File: src/rtl/branch_pred_pkg.sv
// branch_pred_pkg: shared constants and types for the branch direction predictor counter bank.
// Macro PRED_INIT_WEAK_TAKEN_EN selects a weakly-taken reset value instead of weakly-not-taken.
package branch_pred_pkg;
   localparam int NUM_ENTRIES = 1024;
   localparam int IDX_W       = $clog2(NUM_ENTRIES);
   localparam int IDX_LSB     = 2;
   localparam int CNT_W       = 2;
   localparam logic [CNT_W-1:0] SNT = 2'b00;
   localparam logic [CNT_W-1:0] WNT = 2'b01;
   localparam logic [CNT_W-1:0] WT  = 2'b10;
   localparam logic [CNT_W-1:0] ST  = 2'b11;
`ifdef PRED_INIT_WEAK_TAKEN_EN
   localparam logic [CNT_W-1:0] RST_VAL = WT;
`else
   localparam logic [CNT_W-1:0] RST_VAL = WNT;
`endif
   typedef logic [IDX_W-1:0] idx_t;
endpackage

File: src/rtl/sat_counter_2b.sv
// sat_counter_2b: one 2-bit saturating up/down direction counter.
// Ports: CLK clock; RESET async active-low reset to RST_VAL; en update strobe;
//        inc 1 = count up (taken), 0 = count down; pred_bit counter MSB.
module sat_counter_2b
   import branch_pred_pkg::*;
(
   input  logic CLK,
   input  logic RESET,
   input  logic en,
   input  logic inc,
   output logic pred_bit
);
   logic [CNT_W-1:0] cnt;
   always_ff @(posedge CLK or negedge RESET)
      if (!RESET) cnt <= RST_VAL;
      else if (en) cnt <= inc ? ((cnt == ST) ? ST : cnt + 1'b1) : ((cnt == SNT) ? SNT : cnt - 1'b1);
   assign pred_bit = cnt[CNT_W-1];
endmodule

File: src/rtl/branch_pred_counter_bank.sv
// branch_pred_counter_bank: bank of NUM_ENTRIES 2-bit saturating counters indexed by InstrPC[11:2].
// Ports: CLK clock; RESET async active-low reset; isTaken resolved direction;
//        isBranch update qualifier; InstrPC ID-stage PC; Pred per-entry MSB (1 = taken).
// Macro PRED_INIT_WEAK_TAKEN_EN (see branch_pred_pkg) changes the reset value.
module branch_pred_counter_bank
   import branch_pred_pkg::*;
(
   input  logic                   CLK,
   input  logic                   RESET,
   input  logic                   isTaken,
   input  logic                   isBranch,
   input  logic [31:0]            InstrPC,
   output logic [NUM_ENTRIES-1:0] Pred
);
   idx_t idx;
   logic unused_pc;
   assign idx = InstrPC[IDX_LSB+IDX_W-1:IDX_LSB];
   // PC bits outside the index are deliberately ignored (no tag check).
   assign unused_pc = ^{InstrPC[31:IDX_LSB+IDX_W], InstrPC[IDX_LSB-1:0]};
   for (genvar i = 0; i < NUM_ENTRIES; i++) begin : g_cnt
      sat_counter_2b u_cnt (
         .CLK      (CLK),
         .RESET    (RESET),
         .en       (isBranch && (idx == idx_t'(i))),
         .inc      (isTaken),
         .pred_bit (Pred[i])
      );
   end
endmodule

File: config.mk
export PLATFORM = sky130hd
export DESIGN_NAME = branch_pred_counter_bank
export DESIGN_NICKNAME = d
export VERILOG_FILES = /design/src/rtl/branch_pred_pkg.sv /design/src/rtl/sat_counter_2b.sv /design/src/rtl/branch_pred_counter_bank.sv
export SDC_FILE = /design/constraint.sdc
export NUM_CORES = 2
export LEC_CHECK = 0
export BUFFER_PORTS_ARGS = -buffer_cell sky130_fd_sc_hd__buf_2
export CORE_MARGIN = 10
export CORE_UTILIZATION = 45
export CTS_BUF_LIST = sky130_fd_sc_hd__clkbuf_16
export CTS_CLUSTER_SIZE = 10
export DETAILED_ROUTE_END_ITERATION = 8
export GPL_ROUTABILITY_DRIVEN = 0
export PLACE_DENSITY_LB_ADDON = 0.12
export SLEW_MARGIN = 20
export SYNTH_ARGS = -nofsm -noshare
export SYNTH_HDL_FRONTEND = slang
export SYNTH_SLANG_ARGS = --single-unit
export TNS_END_PERCENT = 5
File: constraint.sdc
create_clock -name CLK -period 3.2 [get_ports CLK]
set_input_delay 0 -clock CLK [delete_from_list [all_inputs] [get_ports CLK]]
set_output_delay 0 -clock CLK [all_outputs]
set_load 0.02 [all_outputs]
==> results.md <==
- After synthesis the netlist holds a flip-flop and latch count of roughly 2000.
- Of all nets on the critical path, the largest fanout is 81.
- Overall power consumption after layout is estimated at about 56 mW.
- Once the clock tree was built, the setup fixing pass inserted 0 buffers.
- The number of warnings issued by yosys is 0.
- In the final layout, the registers with the most flip-flops are g_cnt.u_cnt.cnt (2048).
- The final worst setup slack is ~0.52 ns.
- The relative contribution of the clock network to total power is 46.4%.
- The register ranked first by flip-flop count is g_cnt.u_cnt.cnt.
- After clock tree synthesis, the clock-pin slew on the worst setup and hold paths is 0.06 ns.
- The standby leakage power is ~51 nW.
- The total overflow left after global routing is 0.
- The proportion of synthesized chip area in sequential cells is 41.0%.
- The first routing iteration left roughly 14000 violations.
- The transition time of the tightest slew-check pin is between 1 and 1.5 ns.
- Across the routed clock network, the largest skew measured is between 0.05 and 0.06 ns.
- The number of global-route vias before repair is roughly 120k.
- The chip height is roughly 550 µm.
- The final-stage net count is approximately 12000.
- The tool flagged a number of max-cap violations equal to 0.
- The number of flops mapped to enable cells by yosys is 0.
- The path class of the lowest-slack min-delay path is input port to asynchronous set/reset pin.
- In the synthesized netlist the async set-or-reset flop fraction comes to 100%.
- No sink is reached through more buffers than the 4 on the longest clock path.
- After synthesis, the mean cell area works out to 9.87 µm².
- Final hold analysis gives a worst-case slack of -0.0340 ns.
- The initial antenna violation count is 22.
- The H-tree level count is 4.
- The wire-length estimate of the detail-placed layout is ~330000 µm.
- Entering global routing, the biggest net connects between 150 and 200 pins.
- The floorplan has approximately 200 rows.
- The number of iterations in the first detailed-routing pass is 7.
- The critical path data arrival time is between 3 and 4 ns.
- The cell taking the most area after synthesis is dfstp_2.
- The cell-internal power is between 40 and 50 mW.
- The synthesized netlist occupies a cell area of between 100000 and 150000 µm².
- The core occupancy in the finished layout is between 40% and 50%.
- Sorting the synthesized cells by how often they occur yields buf_4, a41oi_1, dfrtp_1, dfstp_2, nor2_1.
- Across the whole layout, storage elements account for about 53000 µm².
- The final-report max-slew violation count is 0.
- The highest clock rate is 373 MHz.
- The worst path uses a little over four fifths of the clock period.
- The share of total power in combinational logic is roughly 7.2%.
- For this design the ratio of total power to cell area is a little over 400 nW/µm².
- The portion of synthesized cell area occupied by the leading cell type is 21.0%.
- The post-route netlist has a little over a third of its cells at a drive strength greater than 1.
- The total I/O pin count is between 1000 and 1500.
- The worst-case register-to-register setup slack is ~2.0 ns.
- The TritonCTS buffer count is ~240.
- For this block, the via count after detailed routing is ~120k.
- The worst setup path is launched from an input port.
- The final-layout fill cell count is 25600.
- The signal on the critical path passes through dlygate4sd3_1, buf_2, and3b_4, dlygate4sd3_1, buf_12, buf_12, nand4_1, o221a_2.
- The multi-input logic area is a little under 60000 µm².
- The post-place setup slack is 0.590 ns.
- The clock sink count is approximately 2000.
- The flip-flop count of the largest register after layout is between 2000 and 2500.
- Compared with the post-synthesis result, the final layout area differs by 6.74%.
- The run finished, with violations left.
- Once the floorplan was initialized, standard cells occupied 45.3% of the core.
- In this run the tightest slew margin relative to its limit is between 20% and 30%.
- After detailed routing, the average wire length per cell comes to 34.1 µm.
- For this run, the total global-route usage over all layers was measured as between 30% and 40%.
- The instance count of the mapped netlist is 13000.
- The slowest stage of the critical path is the dlygate4sd3_1 cell.
- Among all flip-flop cells after synthesis, the most frequent one is dfstp_2.
- The maximum cell stage delay along the critical path is 0.87 ns.
- In the final timing run, aggregate negative setup slack is 0 ns.
- The number of hold violations in the final report is 17.
- At the worst endpoint, the required time is just over 4 ns.
- In this run the horizontal extent of the chip is approximately 550 µm.
- The worst path needs 2.68 ns of the cycle, external delays included.
- The checks that failed: negative hold slack.
- By area the synthesized netlist is led by dfstp_2, dfrtp_1, a41oi_1, o41ai_1, o221a_2.
- After detailed routing, the number of vias per cell comes to ~7.5.
- The post-synth net total is roughly 13000.
- The switching part of the total power is roughly 28%.
- The global-route wire length before repair is between 700000 and 800000 µm.
- The area of the core is around 280000 µm².
- The tree is rooted in a clkbuf_16.
- The switching power total is 15.5 mW.
- The number of I/O port buffers is 1037.
- Wires add up to 544000 µm.
- The critical path is of the input port to flip-flop type.
- The sequential group share of total power is 46.4%.
- After detailed placement, the total cell area comes to about 130000 µm².
- The remaining number of nets flagged by the antenna check after routing is 0.
- Setup repair after global routing left no endpoint under its margin.
- The count of different cell masters after synthesis is 39.
- Clock latency on the worst-skew pair, taken at its later pin, is slightly below 1 ns.
- The TritonCTS clock tree is done.
- The die outline area is 307000 µm².
- The worst supply voltage drop on vdd is 0.000439 V.
- Setup violations remaining at the end of the flow were counted as 0.
- With fillers left out, the area of the finished cells amounts to about 140000 µm².
- The most repeated cell in the gate-level netlist after synthesis is buf_4.
- After detailed routing, the number of remaining DRC violations is 0.
- The worst setup path is captured at a flip-flop.
[power by group through the flow]
stage	logic, mW	registers (mW)	clock network (mW)
floorplan	1.74	26.4	0
global route	4.17	26.0	27.4
CTS	3.94	26.0	26.3
detailed placement	3.91	26.4	0
finish	4.02	26.0	26.0
global placement	3.79	26.4	0
[what timing repair did]
item / CTS / global route
gates resized for setup: 0 / 0
hold buffers: 14 / 0
endpoints found under the hold margin: 1546 / 0
[layout make-up]
cell class / instances / share of cell area (%)
multi-input cells: 7383 / 42.6
clock inverters: 201 / 0.733
inverters: 882 / 2.42
clock buffers: 246 / 4.50
well taps: 3743 / 3.42
flip-flops and latches: 2048 / 38.4
repair buffers: 1446 / 7.93
diodes: 7 / 0.0128
[routing by layer]
metal | part of all wire, % | GRT usage (%)
met1 | 39 | 42.1
met2 | 43 | 48.1
met3 | 11 | 10.7
met4 | 7.3 | 21.8
met5 | 0.0053 | 0
[cells by family after synthesis]
| kind of cell | share of synthesized area (%) |
|---|---|
| AOI/OAI and AO/OA | 36.6 |
| DFF | 41.0 |
| buffers and inverters | 13.9 |
| and+or+nand+nor | 8.57 |
[worst max-delay path, delay by kind of cell]
family	cells	cell delay [ns]
AO/OA/AOI/OAI	1	0.31
buffers and inverters	5	2.34
AND/OR/NAND/NOR	2	0.70
[final timing paths]
| path | endpoint | start | cells past startpoint |
|---|---|---|---|
| worst max-delay path | g_cnt[370].u_cnt.cnt[0]$_DFFE_PN1P_ | InstrPC[11] | 8 |
| worst min-delay path | g_cnt[153].u_cnt.cnt[1]$_DFFE_PN0P_ | RESET | 3 |
| worst max register to register | g_cnt[598].u_cnt.cnt[0]$_DFFE_PN1P_ | g_cnt[598].u_cnt.cnt[0]$_DFFE_PN1P_ | 3 |
| worst min register to register | g_cnt[844].u_cnt.cnt[1]$_DFFE_PN0P_ | g_cnt[844].u_cnt.cnt[0]$_DFFE_PN1P_ | 2 |
| max in group asynchronous | g_cnt[499].u_cnt.cnt[0]$_DFFE_PN1P_ | RESET | 5 |
| min in group CLK | g_cnt[338].u_cnt.cnt[0]$_DFFE_PN1P_ | isTaken | 3 |
[stage by stage]
stage,instances,hold slack [ns]
floorplan,13000,-0.296
global placement,15500,0.0876
detailed placement,15500,0.0975
CTS,15900,0.00746
global route,16000,0.0611
finish,16000,-0.0340
[cell usage in the layout, fill, tap and decap left out, types with 7 or more instances in the layout]
master / n
buf_2: 1035
inv_1: 1033
a41oi_1: 1024
nor2_1: 1024
dfstp_2: 1024
dfrtp_1: 1024
o41ai_1: 971
nand4_1: 883
a22oi_1: 881
a31o_2: 881
o221a_2: 725
clkbuf_16: 246
buf_12: 202
buf_4: 194
o221a_1: 156
a21oi_1: 143
nor4_1: 143
a41o_1: 143
a31oi_1: 143
a221oi_1: 143
o41ai_2: 53
clkinv_1: 25
dlygate4sd3_1: 13
nand4bb_4: 12
and4bb_4: 12
clkinv_2: 10
nand4b_1: 8
and4b_4: 8
or4b_4: 8
diode_2: 7
(Power assumes the default switching activity.)
